### src/rtl/axi_lite_slave_regs.sv
// AXI-Lite responder in front of a bank of 32-bit control/status registers.
// Independent write (AW+W -> B) and read (AR -> R) engines; each holds one transaction.
module axi_lite_slave_regs #(
  parameter int unsigned         NUM_REGS  = 16,
  parameter logic [31:0]         BASE_ADDR = 32'h0000_0000,
  parameter logic [NUM_REGS-1:0] RO_MASK   = {NUM_REGS{1'b0}}
) (
  input  logic                     aclk,
  input  logic                     aresetn,
  input  logic [31:0]              awaddr,
  input  logic [2:0]               awprot,
  input  logic                     awvalid,
  output logic                     awready,
  input  logic [31:0]              wdata,
  input  logic [3:0]               wstrb,
  input  logic                     wvalid,
  output logic                     wready,
  output logic [1:0]               bresp,
  output logic                     bvalid,
  input  logic                     bready,
  input  logic [31:0]              araddr,
  input  logic [2:0]               arprot,
  input  logic                     arvalid,
  output logic                     arready,
  output logic [31:0]              rdata,
  output logic [1:0]               rresp,
  output logic                     rvalid,
  input  logic                     rready,
  output logic [32*NUM_REGS-1:0]   reg_out,
  input  logic [32*NUM_REGS-1:0]   status_in,
  output logic [NUM_REGS-1:0]      wr_pulse
);

  localparam int unsigned IDX_W       = (NUM_REGS > 1) ? $clog2(NUM_REGS) : 1;
  localparam logic [31:0] SPAN        = 32'(4 * NUM_REGS);
  localparam logic [1:0]  RESP_OKAY   = 2'b00;
  localparam logic [1:0]  RESP_SLVERR = 2'b10;
  localparam logic [1:0]  RESP_DECERR = 2'b11;

  typedef enum logic {W_IDLE = 1'b0, W_RESP = 1'b1} wstate_e;
  typedef enum logic {R_IDLE = 1'b0, R_DATA = 1'b1} rstate_e;

  function automatic logic in_range_f(input logic [31:0] addr);
    logic [31:0] off;
    off = addr - BASE_ADDR;
    return (off < SPAN);
  endfunction

  function automatic logic [IDX_W-1:0] index_f(input logic [31:0] addr);
    logic [31:0] off;
    off = addr - BASE_ADDR;
    return off[IDX_W+1:2];
  endfunction

  wstate_e                    wstate_r, wstate_s;
  rstate_e                    rstate_r, rstate_s;
  logic                       aw_got_r, aw_got_s, w_got_r, w_got_s;
  logic [31:0]                awaddr_r, awaddr_s, wdata_r, wdata_s;
  logic [3:0]                 wstrb_r, wstrb_s;
  logic                       awready_r, awready_s, wready_r, wready_s;
  logic                       bvalid_r, bvalid_s;
  logic [1:0]                 bresp_r, bresp_s;
  logic [NUM_REGS-1:0]        wr_pulse_r, wr_pulse_s;
  logic [NUM_REGS-1:0][31:0]  regs_r, regs_s;
  logic                       arready_r, arready_s, rvalid_r, rvalid_s;
  logic [31:0]                rdata_r, rdata_s;
  logic [1:0]                 rresp_r, rresp_s;
  logic [NUM_REGS-1:0][31:0]  status_words_s;
  logic                       aw_hs_s, w_hs_s, ar_hs_s;
  logic [IDX_W-1:0]           w_idx_s, r_idx_s;
  logic                       unused_prot_s;

  assign status_words_s = status_in;
  assign unused_prot_s  = ^{awprot, arprot};
  assign aw_hs_s        = awvalid & awready_r;
  assign w_hs_s         = wvalid & wready_r;
  assign ar_hs_s        = arvalid & arready_r;
  // A channel captured on this very edge is used directly so same-cycle AW+W commits at once.
  assign awaddr_s       = aw_hs_s ? awaddr : awaddr_r;
  assign wdata_s        = w_hs_s ? wdata : wdata_r;
  assign wstrb_s        = w_hs_s ? wstrb : wstrb_r;
  assign w_idx_s        = index_f(awaddr_s);
  assign r_idx_s        = index_f(araddr);

  // Write engine: channel capture, commit with byte strobes, B response.
  always_comb begin
    wstate_s   = wstate_r;
    aw_got_s   = aw_got_r;
    w_got_s    = w_got_r;
    awready_s  = awready_r;
    wready_s   = wready_r;
    bvalid_s   = bvalid_r;
    bresp_s    = bresp_r;
    wr_pulse_s = {NUM_REGS{1'b0}};
    regs_s     = regs_r;
    case (wstate_r)
      W_IDLE: begin
        if ((aw_got_r | aw_hs_s) && (w_got_r | w_hs_s)) begin
          wstate_s  = W_RESP;
          aw_got_s  = 1'b0;
          w_got_s   = 1'b0;
          awready_s = 1'b0;
          wready_s  = 1'b0;
          bvalid_s  = 1'b1;
          if (!in_range_f(awaddr_s)) begin
            bresp_s = RESP_DECERR;
          end else if (RO_MASK[w_idx_s]) begin
            bresp_s = RESP_SLVERR;
          end else begin
            bresp_s             = RESP_OKAY;
            wr_pulse_s[w_idx_s] = 1'b1;
            for (int b = 0; b < 4; b++) begin
              if (wstrb_s[b]) begin
                regs_s[w_idx_s][8*b +: 8] = wdata_s[8*b +: 8];
              end else begin
                regs_s[w_idx_s][8*b +: 8] = regs_r[w_idx_s][8*b +: 8];
              end
            end
          end
        end else begin
          aw_got_s  = aw_got_r | aw_hs_s;
          w_got_s   = w_got_r | w_hs_s;
          awready_s = ~(aw_got_r | aw_hs_s);
          wready_s  = ~(w_got_r | w_hs_s);
        end
      end
      W_RESP: begin
        if (bready) begin
          wstate_s  = W_IDLE;
          bvalid_s  = 1'b0;
          awready_s = 1'b1;
          wready_s  = 1'b1;
        end else begin
          wstate_s  = W_RESP;
        end
      end
      default: begin
        wstate_s = W_IDLE;
      end
    endcase
  end

  // Read engine: sample the bank at the AR handshake, hold R until accepted.
  always_comb begin
    rstate_s  = rstate_r;
    arready_s = arready_r;
    rvalid_s  = rvalid_r;
    rdata_s   = rdata_r;
    rresp_s   = rresp_r;
    case (rstate_r)
      R_IDLE: begin
        if (ar_hs_s) begin
          rstate_s  = R_DATA;
          arready_s = 1'b0;
          rvalid_s  = 1'b1;
          if (!in_range_f(araddr)) begin
            rdata_s = 32'h0000_0000;
            rresp_s = RESP_DECERR;
          end else if (RO_MASK[r_idx_s]) begin
            rdata_s = status_words_s[r_idx_s];
            rresp_s = RESP_OKAY;
          end else begin
            rdata_s = regs_r[r_idx_s];
            rresp_s = RESP_OKAY;
          end
        end else begin
          arready_s = 1'b1;
        end
      end
      R_DATA: begin
        if (rready) begin
          rstate_s  = R_IDLE;
          rvalid_s  = 1'b0;
          arready_s = 1'b1;
        end else begin
          rstate_s  = R_DATA;
        end
      end
      default: begin
        rstate_s = R_IDLE;
      end
    endcase
  end

  // State and output registers.
  always_ff @(posedge aclk or negedge aresetn) begin
    if (!aresetn) begin
      wstate_r   <= W_IDLE;
      rstate_r   <= R_IDLE;
      aw_got_r   <= 1'b0;
      w_got_r    <= 1'b0;
      awaddr_r   <= 32'h0000_0000;
      wdata_r    <= 32'h0000_0000;
      wstrb_r    <= 4'h0;
      awready_r  <= 1'b0;
      wready_r   <= 1'b0;
      bvalid_r   <= 1'b0;
      bresp_r    <= 2'b00;
      wr_pulse_r <= {NUM_REGS{1'b0}};
      regs_r     <= {(32*NUM_REGS){1'b0}};
      arready_r  <= 1'b0;
      rvalid_r   <= 1'b0;
      rdata_r    <= 32'h0000_0000;
      rresp_r    <= 2'b00;
    end else begin
      wstate_r   <= wstate_s;
      rstate_r   <= rstate_s;
      aw_got_r   <= aw_got_s;
      w_got_r    <= w_got_s;
      awaddr_r   <= awaddr_s;
      wdata_r    <= wdata_s;
      wstrb_r    <= wstrb_s;
      awready_r  <= awready_s;
      wready_r   <= wready_s;
      bvalid_r   <= bvalid_s;
      bresp_r    <= bresp_s;
      wr_pulse_r <= wr_pulse_s;
      regs_r     <= regs_s;
      arready_r  <= arready_s;
      rvalid_r   <= rvalid_s;
      rdata_r    <= rdata_s;
      rresp_r    <= rresp_s;
    end
  end

  assign awready  = awready_r;
  assign wready   = wready_r;
  assign bvalid   = bvalid_r;
  assign bresp    = bresp_r;
  assign wr_pulse = wr_pulse_r;
  assign arready  = arready_r;
  assign rvalid   = rvalid_r;
  assign rdata    = rdata_r;
  assign rresp    = rresp_r;
  assign reg_out  = regs_r;

endmodule

### config.mk
export PLATFORM = sky130hd
export DESIGN_NAME = axi_lite_slave_regs
export DESIGN_NICKNAME = d
export VERILOG_FILES = /design/src/rtl/axi_lite_slave_regs.sv
export SDC_FILE = /design/constraint.sdc
export NUM_CORES = 1
export LEC_CHECK = 0
export CAP_MARGIN = 15
export CORE_AREA = 4 4 465 467
export CTS_CLUSTER_DIAMETER = 120
export CTS_CLUSTER_SIZE = 20
export DETAILED_ROUTE_END_ITERATION = 16
export DIE_AREA = 0 0 469 471
export PLACE_DENSITY = 0.41
export SLEW_MARGIN = 40
export SYNTH_ARGS = -nofsm -noshare
export SYNTH_HDL_FRONTEND = slang
export SYNTH_SLANG_ARGS = --single-unit
export TNS_END_PERCENT = 10
### constraint.sdc
create_clock -name aclk -period 3.2 [get_ports aclk]
set_input_delay 0.64 -clock aclk [delete_from_list [all_inputs] [get_ports aclk]]
set_output_delay 0.64 -clock aclk [all_outputs]
set_load 0.02 [all_outputs]
==> impl_metrics.tcl, run 1 <==
set metrics [dict create \
    yosys-top-cells-count "637 x dfrtp_1, 589 x nor2_1, 497 x a31oi_1" \
    reg2reg_slack_ns 0.09 \
    max_stage_delay_ns 0.67 \
    switchingPower_mw 11.4 \
    path_cells "nor4_1, buf_4, a41oi_1, a2111o_2, buf_12, nor3_4, buf_12, buf_12, nor2_1, a31oi_1" \
    routed_wl_um 190000 \
    grt_max_degree 108 \
    cts_made_buffers 42 \
    power_mw 27.0 \
    r2r-end "reg_out[309]" \
    synthTopCellsByArea "dfrtp_1 46%, mux2i_1 12%, mux4_2 10%" \
    synth_top_area_share 0.457 \
    tns_ns 0 \
    yosys_warnings 0 \
    clk-insertion-delay-late_ns 0.67 \
    cap_violations 0 \
    critPathRequiredTime_ns 3.79 \
    final_cell_count_no_fill 6956 \
    synth_edf_count 0 \
    grt-ovfl-total 0 \
    die_area_um2 221000 \
    yosysMostFrequentCell "dfrtp_1" \
    slew_violations 0 \
    syn_nets 3934 \
    synth-seq-cells 637 \
    htreeDepth 2 \
    ys_types 56 \
    drive_gt1_frac 0.177 \
    avgSynthCellArea_um2 10.5 \
    wl_per_cell_um 27.3 \
    relSlewSlack 0.467 \
    grt_pass1_vias 31200 \
    p_per_area_nw_per_um2 548 \
    avgViaCountPerCell 4.55 \
    r2r_start "awaddr_r[31]" \
    final_core_util 0.233 \
    detail-route-antenna-nets 0 \
    fin_nets 4745 \
    max_freq_mhz 321 \
    drt_iter0_markers 2536 \
    syn_inst 3309 \
    start_kind "flop" \
    die_h_um 471 \
    start_util 0.165 \
    clkPwrFrac 0.215 \
    tightest_slew_ns 0.799 \
    comb_power_share 0.457 \
    switching_share 0.422 \
    numPortBuffers 671 \
    slowest_stage "nor4_1" \
    setup_violations 0 \
    ff2ff_path_depth 10 \
    fp.dieW_um 469 \
    hp-class "in -> async" \
    pin_count 1194 \
    cts_tree "done" \
    p_int_mw 15.6 \
    p_leak_nw 19.9 \
    cts-root-buf "clkbuf_16" \
    row_count 169 \
    coreArea_um2 212000 \
    antenna_found_initial 11 \
    synth-async-reset-ratio 1.00 \
    yosysTopAreaCell "dfrtp_1" \
    finClkSkew_ns 0.0410 \
    first_pass_iters 9 \
    vdd_drop_max_mv 0.687 \
    path_clk_slew_ns 0.09 \
    worstSetupPathType "reg -> reg" \
    fin_crit_ns 3.11 \
    period_share 0.972 \
    synth_ff_type "dfrtp_1" \
    vias 31600 \
    post-dp-hpwl_um 146000 \
    dp_cells 6896 \
    grt_pass1_wl_um 262000 \
    synth-seq-area-share 0.457 \
    clock_path_buffers 3 \
    cp_max_fo 23 \
    endpoint_kind "flop" \
    routabilityCongestion 0.819 \
    cp_data_arrival_time_ns 3.70 \
    drc 0 \
    synth.cell_area_um2 34800 \
    cts_sinks 637 \
    area_growth_pct 41.6 \
    cpMostUsedCell "buf_12" \
    grtUsageTotal 0.166 \
    hold_viol_final 0 \
    rsz0062_at_grt "false" \
    status "finished, final reports clean" \
    p_seq_frac 0.328 \
]
-- layout by cell type (no fill, tap or decap), types with 4 or more instances in the layout --
master / n
clkdlybuf4s50_1: 664
dfrtp_1: 636
nor2_1: 585
a31oi_1: 496
mux2i_1: 411
buf_4: 308
nand2_1: 276
mux4_2: 160
buf_12: 108
o21ai_0: 75
a32oi_1: 62
clkbuf_16: 43
inv_1: 42
mux2_2: 41
o32ai_1: 31
o221ai_1: 31
nand4_1: 29
nor3_4: 16
nor4_1: 15
a21oi_1: 8
nand4_2: 7
nand3_1: 7
nor2_4: 5
mux2i_4: 4
clkinv_1: 4
or2_2: 4
o21a_1: 4
-- metal layers --
metal	GRT usage	part of all wire	up-vias
met4	0.0410	0.023	6
met5	0	0.00022	-
met2	0.280	0.48	1106
li1	-	-	13900
met1	0.220	0.43	16500
met3	0.0287	0.059	171
-- state kept, by name (all words and copies together), names as in the netlist, 4 cells and up --
name,cells
wr_pulse,16
reg_out,512
wstrb_r,4
rdata,32
wdata_r,32
awaddr_r,30
-- how the worst max path moves through the flow --
stage / from / endpoint / slack, ns / depth (start not counted)
2_1_floorplan: araddr[2] / rdata[10] / 0.50 / 6
3_3_place_gp: awvalid / reg_out[456] / -0.57 / 10
3_5_place_dp: awvalid / reg_out[456] / -0.59 / 10
4_1_cts: awaddr_r[31] / reg_out[309] / 0.09 / 10
5_1_grt: awaddr_r[31] / reg_out[309] / 0.002 / 10
6_report: awaddr_r[31] / reg_out[309] / 0.09 / 10
-- worst max-delay path, delay by kind of cell (launching register included) --
kind,cells,cell delay (ns)
buffers and inverters,4,0.83
AO/OA/AOI/OAI,3,0.78
flip-flops,1,0.39
AND/OR/NAND/NOR,3,1.00
-- cell type report --
cell class / count / area (um^2)
Sequential cell: 637 / 15900
Clock buffer: 44 / 1090
Antenna cell: 3 / 7.51
Timing Repair Buffer: 1086 / 11200
Clock inverter: 12 / 138
Fill cell: 22700 / 162000
Inverter: 48 / 188
Tap cell: 2821 / 3530
Multi-Input combinational cell: 2305 / 17200
-- kinds of logic (layout without fill, tap and decap cells) --
family,after synthesis,count (layout),synth area share
compound gates,726,726,0.138
flops,637,637,0.457
simple gates,962,962,0.116
mux,617,617,0.237
buf+inv,367,1190,0.0513
other cells,0,3,0
-- through the flow --
stage,setup slack (ns),hold WS [ns],area (um^2)
5_1_grt,0.00190,0.406,49300
3_3_place_gp,-0.575,0.451,48100
2_1_floorplan,0.498,0.344,34800
3_5_place_dp,-0.588,0.460,48100
6_report,0.0887,0.444,49300
4_1_cts,0.0852,0.382,49300
-- what timing repair did --
item	CTS	global route
buffers inserted	0	0
gates resized for setup	0	1
hold endpoints to repair	8	0
hold buffers	1	0
endpoints found under the setup margin	0	2
-- power by group through the flow --
stage	Clock [mW]	Combinational, mW	Sequential [mW]
floorplan	0	6.05	8.97
global placement	0	12.4	9.01
detailed placement	0	12.4	9.02
CTS	6.10	12.4	8.86
global route	6.35	13.1	8.92
finish	5.81	12.3	8.87
No activity file was read; power rests on OpenSTA's default activity.
==> run 2, diff against run 1 <==
Settings changed: CTS_CLUSTER_DIAMETER 120 to not set, RECOVER_POWER set to 25.
==> impl_metrics.tcl, run 2 (synthesis results as in run 1) <==
set metrics [dict create \
    slowest_stage "nor2_4" \
    cts_made_buffers 86 \
    max_stage_delay_ns 0.63 \
    period_share 0.950 \
    multi_input_area_um2 17200 \
    grt_pass1_vias 31700 \
    worstSetupPathType "in -> reg" \
    clk-insertion-delay-late_ns 0.71 \
    wl_per_cell_um 27.0 \
    cp_max_fo 20 \
    grtUsageTotal 0.167 \
    rsz0062_at_grt "false" \
    crit_buf_inv 4 \
    cpMostUsedCell "buf_4" \
    final_common_cell "clkdlybuf4s50_1" \
    routed_wl_um 191000 \
    vias 32000 \
    critPathRequiredTime_ns 3.77 \
    routabilityCongestion 0.819 \
    vdd_drop_max_mv 0.689 \
    hp-start "rstate_r" \
    drc 0 \
    placed_cell_area_um2 48100 \
    area_growth_pct 46.5 \
    p_per_area_nw_per_um2 621 \
    hold_viol_final 0 \
    drive_gt1_frac 0.192 \
    path_clk_slew_ns 0.05 \
    tightest_slew_ns 1.81 \
    violations "capacitance limit, slew limit" \
    path_cells "clkdlybuf4s50_1, nand2_4, buf_4, a31oi_4, nor2_4, buf_4, a32oi_1, nand4_1, buf_4, a31oi_1" \
    start_kind "primary input" \
    max_freq_mhz 329 \
    post-dp-hpwl_um 146000 \
    largest_register_ffs 512 \
    grt_max_degree 108 \
    avgViaCountPerCell 4.53 \
    slew_violations 17 \
    htreeDepth 3 \
    final_cell_mix "664 x clkdlybuf4s50_1, 636 x dfrtp_1, 585 x nor2_1" \
    endpoint_kind "flop" \
    pin_count 1194 \
    grt_pass1_wl_um 264000 \
    regArea_um2 15900 \
    fin_nets 4789 \
    crit_family "buffers and inverters" \
    setup_violations 0 \
    final_core_util 0.241 \
    grt-ovfl-total 0 \
    die_area_um2 221000 \
    finClkSkew_ns 0.0220 \
    cap_violations 2 \
    start_util 0.165 \
    cts_sinks 637 \
    setup_ws_ns 0.159 \
    p_leak_nw 20.7 \
    cp_data_arrival_time_ns 3.61 \
    r2r_start "awaddr_r[31]" \
    clock_path_buffers 3 \
    fin_crit_ns 3.04 \
    crit_start "awvalid" \
    final_area_um2 51100 \
    place_ws_ns -0.588 \
    hp-class "reg -> reg" \
    status "complete, but fails checks" \
    fp.dieW_um 469 \
    cts_tree "done" \
    drt_iter0_markers 2504 \
    detail-route-antenna-nets 0 \
    cts-root-buf "clkbuf_16" \
    num-fill-cells 22600 \
    coreArea_um2 212000 \
    numPortBuffers 671 \
    first_pass_iters 8 \
    antenna_found_initial 11 \
    relSlewSlack -0.207 \
    die_h_um 471 \
    row_count 169 \
]
## run 2: cell count changes in the layout (fill, tap and decap cells not counted), sizes merged
cell,previous run,this run
buf,420,408
bufinv,0,11
clkbuf,45,133
clkinv,12,21
clkinvlp,0,4
inv,48,51
## run 2: cell type report
class                   count  area share
clock buffers             120      0.0488
diodes                      3    0.000147
well taps                2821      0.0691
clock inverters            39      0.0109
flip-flops and latches    637       0.312
inverters                  48     0.00368
multi-input cells        2305       0.337
repair buffers           1086       0.218
## run 2: per-stage QoR
stage | instances | hold WS, ns | setup TNS (ns) | power [mW]
finish | 7059 | 0.469 | 0 | 31.7
global route | 7059 | 0.484 | 0 | 33.1
CTS | 7056 | 0.307 | 0 | 32.1
detailed placement | 6896 | 0.460 | -204.52 | 21.4
global placement | 6896 | 0.451 | -204.06 | 21.4
floorplan | 3309 | 0.344 | 0 | 15.0
## run 2: worst paths after layout
path                            slack, ns  cells past startpoint           end
worst max-delay path                 0.16                     10  reg_out[130]
worst min-delay path                 0.47                      1       arready
worst max register to register       0.24                     10  reg_out[370]
worst min register to register       0.47                      1       arready
max in group asynchronous            0.43                      3  wr_pulse[11]
min in group asynchronous            0.97                      2  awaddr_r[19]
## run 2: worst reg2reg max path, cell delays in order, from the launching register on
cell      delay (ns)
dfrtp_1         0.40
nor4_2          0.51
buf_4           0.22
a41oi_1         0.12
a2111o_2        0.49
buf_12          0.20
nor3_4          0.28
buf_12          0.22
buf_12          0.23
nor2_1          0.07
a31oi_1         0.14
## run 2: per-layer routing
layer	wire (um)	up-vias	global-route usage
met5	27	-	0
met1	82800	16500	0.219
met4	4660	4	0.0453
li1	-	14100	-
met2	91900	1162	0.280
met3	11400	207	0.0328
## run 2: timing repair
item	in CTS	in global routing
setup endpoints to repair	0	2
buffers inserted	0	0
hold buffers	1	0
gates resized for setup	0	2
endpoints found under the hold margin	8	0
## run 2: power breakdown
part           switching [mW]  total (mW)  internal, mW
clock                    4.12        10.5          6.35
combinational            7.79        12.4          4.56
sequential              0.329        8.88          8.55
